**src/rtl/muldiv_unit.sv**
```systemverilog
// muldiv_unit: iterative multiply/divide unit owning the architectural HI/LO
// register pair. MULT/MULTU/DIV/DIVU run one bit per clock (WIDTH edges in
// CALC plus one FIX edge); MTHI/MTLO complete in a single idle cycle.
// WIDTH must be even and >= 4; CNT_W must satisfy 2**CNT_W > WIDTH.
module muldiv_unit #(
  parameter int WIDTH = 32,
  parameter int CNT_W = 6
) (
  input  logic             clk,
  input  logic             rst,
  input  logic             start,
  input  logic [2:0]       op,
  input  logic [WIDTH-1:0] a,
  input  logic [WIDTH-1:0] b,
  output logic             busy,
  output logic             done,
  output logic             dz,
  output logic [WIDTH-1:0] hi,
  output logic [WIDTH-1:0] lo
);

  typedef enum logic [1:0] {
    S_IDLE = 2'd0,
    S_CALC = 2'd1,
    S_FIX  = 2'd2
  } state_t;

  localparam logic [2:0] OP_MTHI = 3'b100;
  localparam logic [2:0] OP_MTLO = 3'b101;

  // FSM state
  state_t r_state;
  state_t w_state_nxt;

  // Latched operation context
  logic [CNT_W-1:0]   r_cnt;
  logic               r_is_div;    // 1 = divide, 0 = multiply
  logic               r_neg_q;     // product / quotient must be negated
  logic               r_neg_r;     // remainder must be negated (dividend < 0)
  logic               r_dz_pend;   // divide by zero detected at accept
  logic [WIDTH-1:0]   r_a_raw;     // raw dividend, returned in HI on div-by-zero
  logic [WIDTH-1:0]   r_opnd;      // |multiplicand| or |divisor|
  // Multiply: {partial product, remaining multiplier bits}.
  // Divide:   {remainder, dividend bits shifting into the quotient}.
  logic [2*WIDTH-1:0] r_acc;

  // Control decode
  logic w_load;       // accept a mul/div start
  logic w_mthi;       // accept MTHI
  logic w_mtlo;       // accept MTLO
  logic w_calc;       // iteration edge
  logic w_fix;        // result write-back edge

  // Operand preparation
  logic             w_signed;
  logic             w_op_div;
  logic             w_a_neg;
  logic             w_b_neg;
  logic [WIDTH-1:0] w_abs_a;
  logic [WIDTH-1:0] w_abs_b;

  // Iteration datapath
  logic [WIDTH:0]     w_add;
  logic [2*WIDTH-1:0] w_mul_nxt;
  logic [WIDTH:0]     w_rem_sh;
  logic [WIDTH-1:0]   w_diff;
  logic               w_ge;
  logic [2*WIDTH-1:0] w_div_nxt;

  // Result correction
  logic [2*WIDTH-1:0] w_prod_fix;
  logic [WIDTH-1:0]   w_quo_fix;
  logic [WIDTH-1:0]   w_rem_fix;

  // State register
  always_ff @(posedge clk or negedge rst) begin
    if (!rst) r_state <= S_IDLE;
    else      r_state <= w_state_nxt;
  end

  // Next-state logic
  always_comb begin
    // NOTE: every always_comb output gets a default first so no path leaves it unassigned, which would infer a latch.
    w_state_nxt = r_state;
    case (r_state)
      S_IDLE:  if (start && !op[2]) w_state_nxt = S_CALC;
      S_CALC:  if (r_cnt == '0)     w_state_nxt = S_FIX;
      S_FIX:   w_state_nxt = S_IDLE;
      default: w_state_nxt = S_IDLE;
    endcase
  end

  // FSM outputs: busy and per-edge datapath enables
  always_comb begin
    busy   = 1'b0;
    w_load = 1'b0;
    w_mthi = 1'b0;
    w_mtlo = 1'b0;
    w_calc = 1'b0;
    w_fix  = 1'b0;
    case (r_state)
      S_IDLE: begin
        w_load = start && !op[2];
        w_mthi = start && (op == OP_MTHI);
        w_mtlo = start && (op == OP_MTLO);
      end
      S_CALC: begin
        busy   = 1'b1;
        w_calc = 1'b1;
      end
      S_FIX: begin
        busy  = 1'b1;
        w_fix = 1'b1;
      end
      default: busy = 1'b0;
    endcase
  end

  // Operand sign handling: op[0]=0 selects the signed variants
  always_comb begin
    w_signed = ~op[0];
    w_op_div = op[1];
    w_a_neg  = w_signed & a[WIDTH-1];
    w_b_neg  = w_signed & b[WIDTH-1];
    w_abs_a  = w_a_neg ? -a : a;
    w_abs_b  = w_b_neg ? -b : b;
  end

  // One iteration of shift-add multiply and restoring divide
  always_comb begin
    // Multiply: add multiplicand into the upper half when the current
    // multiplier bit is set, then shift the whole register right.
    w_add     = {1'b0, r_acc[2*WIDTH-1:WIDTH]} + (r_acc[0] ? {1'b0, r_opnd} : '0);
    w_mul_nxt = {w_add, r_acc[WIDTH-1:1]};
    // Divide: shift the next dividend bit into the remainder; subtract the
    // divisor when it fits. The remainder stays below the divisor, so the
    // difference always fits in WIDTH bits.
    w_rem_sh  = {r_acc[2*WIDTH-1:WIDTH], r_acc[WIDTH-1]};
    w_ge      = (w_rem_sh >= {1'b0, r_opnd});
    w_diff    = w_rem_sh[WIDTH-1:0] - r_opnd;
    w_div_nxt = {(w_ge ? w_diff : w_rem_sh[WIDTH-1:0]), r_acc[WIDTH-2:0], w_ge};
  end

  // Sign correction of the magnitude results. The most-negative / -1 case
  // needs no special handling: the magnitude quotient 2**(WIDTH-1) is left
  // un-negated (both operands negative) and reads back as the most-negative
  // value with a zero remainder.
  always_comb begin
    w_prod_fix = r_neg_q ? -r_acc : r_acc;
    w_quo_fix  = r_neg_q ? -r_acc[WIDTH-1:0] : r_acc[WIDTH-1:0];
    w_rem_fix  = r_neg_r ? -r_acc[2*WIDTH-1:WIDTH] : r_acc[2*WIDTH-1:WIDTH];
  end

  // Operation context and iteration registers
  always_ff @(posedge clk or negedge rst) begin
    if (!rst) begin
      r_cnt     <= '0;
      r_is_div  <= 1'b0;
      r_neg_q   <= 1'b0;
      r_neg_r   <= 1'b0;
      r_dz_pend <= 1'b0;
      r_a_raw   <= '0;
      r_opnd    <= '0;
      r_acc     <= '0;
    end else if (w_load) begin
      // NOTE: sequential state uses non-blocking assignments so every register samples pre-edge values.
      r_cnt     <= CNT_W'(WIDTH - 1);
      r_is_div  <= w_op_div;
      r_neg_q   <= w_a_neg ^ w_b_neg;
      r_neg_r   <= w_a_neg;
      r_dz_pend <= w_op_div && (b == '0);
      r_a_raw   <= a;
      r_opnd    <= w_op_div ? w_abs_b : w_abs_a;
      r_acc     <= {{WIDTH{1'b0}}, (w_op_div ? w_abs_a : w_abs_b)};
    end else if (w_calc) begin
      r_cnt <= r_cnt - CNT_W'(1);
      r_acc <= r_is_div ? w_div_nxt : w_mul_nxt;
    end
  end

  // Architectural HI/LO, done pulse and divide-by-zero flag
  always_ff @(posedge clk or negedge rst) begin
    if (!rst) begin
      hi   <= '0;
      lo   <= '0;
      done <= 1'b0;
      dz   <= 1'b0;
    end else begin
      done <= w_fix;
      if (w_load || w_mthi || w_mtlo) dz <= 1'b0;
      if (w_mthi) hi <= a;
      if (w_mtlo) lo <= a;
      if (w_fix) begin
        if (!r_is_div) begin
          hi <= w_prod_fix[2*WIDTH-1:WIDTH];
          lo <= w_prod_fix[WIDTH-1:0];
        end else if (r_dz_pend) begin
          hi <= r_a_raw;
          lo <= '1;
          dz <= 1'b1;
        end else begin
          hi <= w_rem_fix;
          lo <= w_quo_fix;
        end
      end
    end
  end

endmodule

```
**config.mk**
```make
export PLATFORM = sky130hd
export DESIGN_NAME = muldiv_unit
export DESIGN_NICKNAME = d
export VERILOG_FILES = /design/src/rtl/muldiv_unit.sv
export SDC_FILE = /design/constraint.sdc
export NUM_CORES = 1
export LEC_CHECK = 0
export ABC_CLOCK_PERIOD_IN_PS = 4500
export CAP_MARGIN = 5
export CORE_UTILIZATION = 40
export CTS_BUF_LIST = sky130_fd_sc_hd__clkbuf_4
export DETAILED_ROUTE_END_ITERATION = 12
export GPL_TIMING_DRIVEN = 0
export HOLD_SLACK_MARGIN = 0.12
export PLACE_DENSITY = 0.63
export SLEW_MARGIN = 10
export SYNTH_ARGS = -nofsm -noshare
export SYNTH_HDL_FRONTEND = slang
export SYNTH_SLANG_ARGS = --single-unit
```
**constraint.sdc**
```tcl
create_clock -name clk -period 4.5 [get_ports clk]
set_input_delay 0.45 -clock clk [delete_from_list [all_inputs] [get_ports clk]]
set_output_delay 0.45 -clock clk [all_outputs]
set_load 0.03 [all_outputs]
```
==> results of run 1 <==
worst max-delay path: stages, from the launching register on:
cell and delay (ps):
dfrtp_1 480, inv_1 380, clkbuf_2 420, ha_1 270
or4b_2 660, nor2_1 230, nand4_1 300, nor2_1 540
nor2_1 280, o311ai_0 460, o21ai_0 180
per-stage QoR:
step / hold slack (ps) / util (%)
5_1_grt: 312 / 47.2
2_1_floorplan: 154 / -
6_report: 248 / 47.2
3_5_place_dp: 463 / 45.3
4_1_cts: 259 / 47.1
3_3_place_gp: 459 / 45.2
state kept, by name (all words and copies together), names as in the netlist:
name,count
r_is_div,1
lo,32
r_state,2
done,1
r_acc,64
r_neg_r,1
r_dz_pend,1
r_opnd,32
r_cnt,6
dz,1
hi,32
r_a_raw,32
r_neg_q,1
final cells by class:
cell class | instances | area (um2)
antenna | 3 | 7.51
fill | 4394 | 22800
multi-input combinational | 1829 | 11400
inverter | 76 | 285
tap | 585 | 732
buffer | 158 | 616
clock inverter | 14 | 58.8
timing repair buffer | 137 | 1390
clock buffer | 86 | 646
sequential | 206 | 5150
layout by cell type (no fill, tap or decap), types with 25 or more instances in the layout:
cell             instances
nor3_1                  34
ha_1                    73
xor2_1                  45
clkbuf_1               135
dfrtp_1                206
xnor2_1                129
nand2_1                333
clkbuf_4                86
a21o_1                  41
o31ai_1                 30
a31oi_1                 31
nor2_1                 176
a211oi_1                25
mux2i_1                 83
o211ai_1                71
inv_1                   76
o22ai_1                 37
a21oi_1                151
clkdlybuf4s50_1        128
o21ai_0                271
metal layers:
layer  wire length (um)  vias up  track usage, %
met5                  0        -               0
met4               4000        0            17.2
met3               6910      196            6.45
met2              34900     1006            54.4
met1              32900     9142            47.2
li1                   -     8564               -
power breakdown:
group	switching (W)	leakage [nW]	internal [W]
sequential	0.00101	2.53	0.00273
clock	0.000898	0.428	0.000865
combinational	0.00777	5.35	0.00439
total	0.00968	8.31	0.00799
what timing repair did:
item / CTS / global route
gates resized for setup: 1 / 8
hold buffers: 7 / 0
endpoints found under the setup margin: 2 / 27
pin swaps: 0 / 0
endpoints found under the hold margin: 103 / 0
logic make-up (layout without fill, tap and decap cells):
group | Yosys count | after routing | synth area share [%]
flip-flops | 206 | 206 | 29.5
other | 0 | 3 | 0
adder cells (fa/ha/maj) | 75 | 75 | 5.46
AO/OA/AOI/OAI | 754 | 754 | 26.3
buffers and inverters | 234 | 471 | 5.14
AND/OR/NAND/NOR | 728 | 728 | 19.2
XOR/XNOR | 174 | 174 | 8.73
multiplexers | 98 | 98 | 5.72
final timing paths:
path | start | endpoint | cells after the start
setup / recovery | r_acc[0] | hi[0] | 10
min in group clk | a[26] | r_a_raw[26] | 3
hold / removal | rst | lo[0] | 2
max in group asynchronous | rst | r_acc[50] | 3
hold reg to reg | lo[26] | lo[26] | 2
setup reg to reg | r_acc[0] | hi[0] | 10
==> flow_summary.rst, run 1 <==
.. list-table::
   :header-rows: 1

   * - Metric
     - Value
   * - Outcome
     - completed
   * - Crit end category
     - flop
   * - Net count reported at finish
     - between 2000 and 3000
   * - Number of global-route vias before repair
     - between 15000 and 20000
   * - Final ANT Viol Nets
     - 0
   * - Tightest slew margin relative to the limit
     - between 20 and 25%
   * - Buffers inserted by post-CTS timing repair
     - 0
   * - Leak pwr
     - just over 8 nW
   * - Worst Tran Pin Value
     - 1150 ps
   * - Register area share after synthesis
     - 29.5%
   * - Startpoint-to-endpoint class of the critical path
     - reg2reg
   * - Post-synth EDFFs
     - 0
   * - CTS H-Tree Depth
     - 2
   * - Placed cell count
     - approximately 3000
   * - Horiz. Die Dim
     - around 210 um
   * - Crit path setup slack, layout
     - approximately 130 ps
   * - Number of port buffers
     - approximately 130
   * - Total of endpoints with negative setup slack in the final report
     - 0
   * - Critical Path AT
     - roughly 5000 ps
   * - Final estimated routing congestion in global placement
     - approximately 1.0
   * - Post-synthesis instance total
     - roughly 2300
   * - Post-synth top area share
     - between 20 and 30%
   * - Number of vias per cell
     - between 6 and 7
   * - Total die area
     - roughly 45000 um2
   * - CP required
     - roughly 5200 ps
   * - Final critical path time including I/O delays and setup
     - between 4000 and 5000 ps
   * - Total routing resource utilization after global routing
     - 35.2%
   * - Number of warnings issued by yosys
     - 0
   * - Detailed Place HPWL
     - 61100 um
   * - Core region area
     - approximately 43000 um2
   * - Power per Cell Area
     - between 800 and 900 nW/um2
   * - RSZ-0062 raised after global routing
     - false
   * - Post-synth cell types
     - 75
   * - Non-filler instance count after layout
     - a little over 3000
   * - Number of DRC violations after detailed routing
     - 0
   * - CTS tree
     - yes
   * - Clock transition time at the flip-flop clock pins of the worst setup and hold paths
     - 70 ps
   * - Total detailed-routing wirelength
     - around 79000 um
   * - Primary FF master, synth
     - dfrtp_1
   * - Most frequent cell after synthesis
     - nand2_1
   * - Share of the clock period used by the worst path after layout
     - a little over nine tenths
   * - Number of failing hold endpoints at the final stage
     - 0
   * - Path class of the lowest-slack min-delay path
     - in2async
   * - Global-route wire length before repair
     - 115000 um
   * - Max Cap Violations
     - 0
   * - Drt first-iter violations
     - ~2100
   * - Max Slew Vio Count
     - 0
   * - Layout cell share with drive strength beyond 1
     - under 10%
   * - Final sum of negative setup slack
     - 0 ps
   * - P&R area growth vs syn
     - 16.4%
   * - Share of flip-flops with an asynchronous set or reset
     - between 90% and 100%
   * - Synth cell count leaders
     - nand2_1, o21ai_0, dfrtp_1
   * - Total number of vias
     - around 19000
   * - WL per Instance
     - 25.5 um
   * - Max Fclk
     - between 200 and 250 MHz
   * - Register-to-register path setup slack
     - 130 ps
   * - Worst slack after detailed placement
     - -150 ps
   * - Post-synthesis cell area
     - 17500 um2
   * - Worst Clk Skew
     - around 70 ps
   * - Buffer levels on the longest clock path
     - 3
   * - Initial antenna violation count
     - 2
   * - Vertical die dimension
     - roughly 210 um
   * - Maximum fanout along the worst path
     - 10
   * - Yosys top cell by area
     - dfrtp_1
   * - Root Buffer Master
     - clkbuf_4
   * - Worst ir drop on vdd
     - between 0.0006 and 0.0007 V
   * - Avg Cell Area, Syn
     - a little under 8 um2
   * - Cell area after layout
     - 20300 um2
   * - Row count
     - 76
   * - Cell area reported after detailed placement
     - about 20000 um2
   * - Largest cells by area after synthesis
     - dfrtp_1, o21ai_0, nand2_1
   * - First-pass DRT Iterations
     - 6
   * - Num CTS Buffers
     - approximately 60
   * - Clock tree sinks
     - 206
   * - Ports placed on the boundary
     - 137
   * - Clock latency reported for the late side of the worst-skew pair
     - between 800 and 900 ps
   * - Largest net degree at the start of global routing
     - 110
   * - Register bit total from synthesis
     - between 200 and 250
   * - Total power of the final layout
     - around 0.018 W
   * - Net count of the mapped netlist
     - 2414
   * - Residual overflow from global routing
     - 0
   * - Initial Util
     - between 40% and 50%
   * - Crit path launch type
     - flop
Note: power is estimated with default switching activity, not from simulation.
==> inputs of run 2 (changes only) <==
--- a/config.mk
+++ b/config.mk
@@ -7,13 +7,14 @@
 export LEC_CHECK = 0
 export ABC_CLOCK_PERIOD_IN_PS = 4500
 export CAP_MARGIN = 5
+export CORE_ASPECT_RATIO = 0.75
 export CORE_UTILIZATION = 40
 export CTS_BUF_LIST = sky130_fd_sc_hd__clkbuf_4
 export DETAILED_ROUTE_END_ITERATION = 12
 export GPL_TIMING_DRIVEN = 0
 export HOLD_SLACK_MARGIN = 0.12
 export PLACE_DENSITY = 0.63
-export SLEW_MARGIN = 10
+export SLEW_MARGIN = 20
 export SYNTH_ARGS = -nofsm -noshare
 export SYNTH_HDL_FRONTEND = slang
 export SYNTH_SLANG_ARGS = --single-unit
==> run 2 against run 1 <==
Net effect:
- non-clock buffer count shrank 3
- sequential power grew 3%
- first-iteration DRC count increased by 20%
- total power is 0.70% higher
- final cell count is 0.94% lower
- routed wire length grew 5.8%
- core utilization is 0.39 points higher
- setup slack worse by 28 ps
- combinational power about the same
- cell area shrank 0.45%
- hold slack worse by 91 ps
==> flow_summary.rst, run 2 (synthesized netlist as in run 1, its figures left out) <==
.. list-table::
   :header-rows: 1

   * - Metric
     - Value
   * - Max Fclk
     - 227 MHz
   * - Initial antenna violation count
     - 3
   * - Layout cell share with drive strength beyond 1
     - approximately 5.6%
   * - Residual overflow from global routing
     - 0
   * - Root Buffer Master
     - clkbuf_4
   * - Final hold slack
     - roughly 160 ps
   * - CP top delay family
     - compound AO/OA/AOI/OAI gates
   * - Net count reported at finish
     - 2606
   * - Clock latency reported for the late side of the worst-skew pair
     - around 790 ps
   * - Drt first-iter violations
     - about 2500
   * - Non-filler instance count after layout
     - roughly 3000
   * - Number of port buffers
     - 129
   * - Horiz. Die Dim
     - roughly 240 um
   * - Placed cell count
     - 2969
   * - Total detailed-routing wirelength
     - ~83000 um
   * - Largest register by flop count
     - r_acc
   * - Final ANT Viol Nets
     - 0
   * - Number of DRC violations after detailed routing
     - 0
   * - Total number of vias
     - around 19000
   * - Max Cap Violations
     - 0
   * - Initial Util
     - between 40% and 50%
   * - CTS H-Tree Depth
     - 2
   * - Clock transition time at the flip-flop clock pins of the worst setup and hold paths
     - about 70 ps
   * - Leak pwr
     - about 8.3 nW
   * - First-pass DRT Iterations
     - 6
   * - Number of failing hold endpoints at the final stage
     - 0
   * - Final estimated routing congestion in global placement
     - 0.990
   * - CP required
     - about 5100 ps
   * - Buffers and inverters on the worst path
     - 2
   * - Worst ir drop on vdd
     - 0.000385 V
   * - CTS tree
     - yes
   * - Total die area
     - 44500 um2
   * - Critical Path AT
     - ~5000 ps
   * - RSZ-0062 raised after global routing
     - false
   * - Crit end category
     - flop
   * - Worst Tran Pin Value
     - approximately 1200 ps
   * - Maximum fanout along the worst path
     - 10
   * - Buffer levels on the longest clock path
     - 3
   * - Critical path's slowest cell
     - dfrtp_1
   * - Ports placed on the boundary
     - 137
   * - Path class of the lowest-slack min-delay path
     - in2async
   * - Final-layout fill cell count
     - 4347
   * - Largest net degree at the start of global routing
     - 98
   * - Detailed Place HPWL
     - about 65000 um
   * - Share of the clock period used by the worst path after layout
     - a little over nine tenths
   * - Final core occ
     - between 40 and 50%
   * - Vertical die dimension
     - 183 um
   * - Most common cell after layout, fill and taps aside
     - nand2_1
   * - Largest stage delay on the critical path
     - just over 500 ps
   * - Core region area
     - about 43000 um2
   * - P&R area growth vs syn
     - 15.9%
   * - Max Slew Vio Count
     - 0
   * - Tightest slew margin relative to the limit
     - about a fifth
   * - Clock tree sinks
     - just over 200
   * - Cell area reported after detailed placement
     - slightly below 20000 um2
   * - Final critical path time including I/O delays and setup
     - between 4000 and 5000 ps
   * - Worst Clk Skew
     - around 65 ps
   * - Max reg flops
     - 64
   * - Row count
     - 65
   * - Num CTS Buffers
     - 56
   * - Power per Cell Area
     - 879 nW/um2
   * - Total routing resource utilization after global routing
     - between 30% and 40%
   * - Outcome
     - completed
   * - Number of global-route vias before repair
     - approximately 18000
   * - Startpoint-to-endpoint class of the critical path
     - reg2reg
   * - Crit path launch type
     - flop
   * - Global-route wire length before repair
     - around 120000 um
   * - Critical path cell sequence
     - inv_2 -> clkbuf_2 -> nor2_1 -> ha_1 -> a21oi_1 -> o21ai_0 -> o2111ai_1 -> a31oi_2 -> a32oi_1 -> a21oi_2 -> a21o_1 -> a311oi_1 -> nor3_1
   * - Total of endpoints with negative setup slack in the final report
     - 0
   * - Number of vias per cell
     - 6.32
   * - WL per Instance
     - approximately 27 um
   * - Highest-count cells in the layout ignoring fill and taps
     - nand2_1, o21ai_0, dfrtp_1
   * - Cell area after layout
     - ~20000 um2
run 2: final cells by class:
class / count / area (um2) / share of cell area [%]
Clock buffer: 73 / 548 / 2.71
Timing Repair Buffer: 134 / 1380 / 6.83
Clock inverter: 18 / 80.1 / 0.396
Sequential cell: 206 / 5150 / 25.5
Antenna cell: 2 / 5.00 / 0.0247
Buffer: 158 / 617 / 3.05
Multi-Input combinational cell: 1829 / 11500 / 56.6
Tap cell: 569 / 712 / 3.52
Inverter: 76 / 285 / 1.41
run 2: through the flow:
| step | TNS, ps | power (W) | worst slack (ps) |
|---|---|---|---|
| finish | 0 | 0.0178 | 103 |
| global route | 0 | 0.0188 | 5.13 |
| CTS | 0 | 0.0173 | 22.3 |
| detailed placement | -2030 | 0.0156 | -330 |
| global placement | -1272170 | 0.0155 | -6200 |
| floorplan | 0 | 0.0113 | 1220 |
run 2: power breakdown:
group	switching, W	internal, W
sequential	0.00111	0.00272
clock	0.000899	0.000751
combinational	0.00789	0.00441
total	0.00990	0.00789
run 2: worst paths after layout:
path / startpoint / to / slack [ps] / cells after the start
worst max-delay path: r_acc[0] / r_acc[58] / 100 / 13
worst min-delay path: rst / r_a_raw[28] / 160 / 2
max in group asynchronous: rst / lo[17] / 3460 / 3
worst max register to register: r_acc[0] / r_acc[58] / 100 / 13
worst min register to register: r_a_raw[17] / r_a_raw[17] / 480 / 2
min in group clk: a[10] / r_a_raw[10] / 200 / 3
run 2: worst reg2reg max path: stages, from the launching register on:
cell and delay [ps]:
dfrtp_1 510, inv_2 240, clkbuf_2 340, nor2_1 100, ha_1 350, a21oi_1 330, o21ai_0 330, o2111ai_1 390
a31oi_2 280, a32oi_1 510, a21oi_2 200, a21o_1 220, a311oi_1 400, nor3_1 80
run 2: metal layers:
| metal | vias to the layer above | part of all wire [%] | track usage [%] |
|---|---|---|---|
| met4 | 0 | 3.6 | 12.9 |
| met3 | 178 | 12 | 9.42 |
| met5 | - | 0 | 0 |
| met1 | 9398 | 45 | 54.6 |
| met2 | 1252 | 40 | 50.5 |
| li1 | 8554 | - | - |
run 2: timing repair:
action | 4_1_cts | 5_1_grt
setup buffers | 0 | 0
gates resized for setup | 7 | 7
endpoints found under the setup margin | 16 | 31
hold endpoints to repair | 208 | 0
hold buffers | 3 | 0
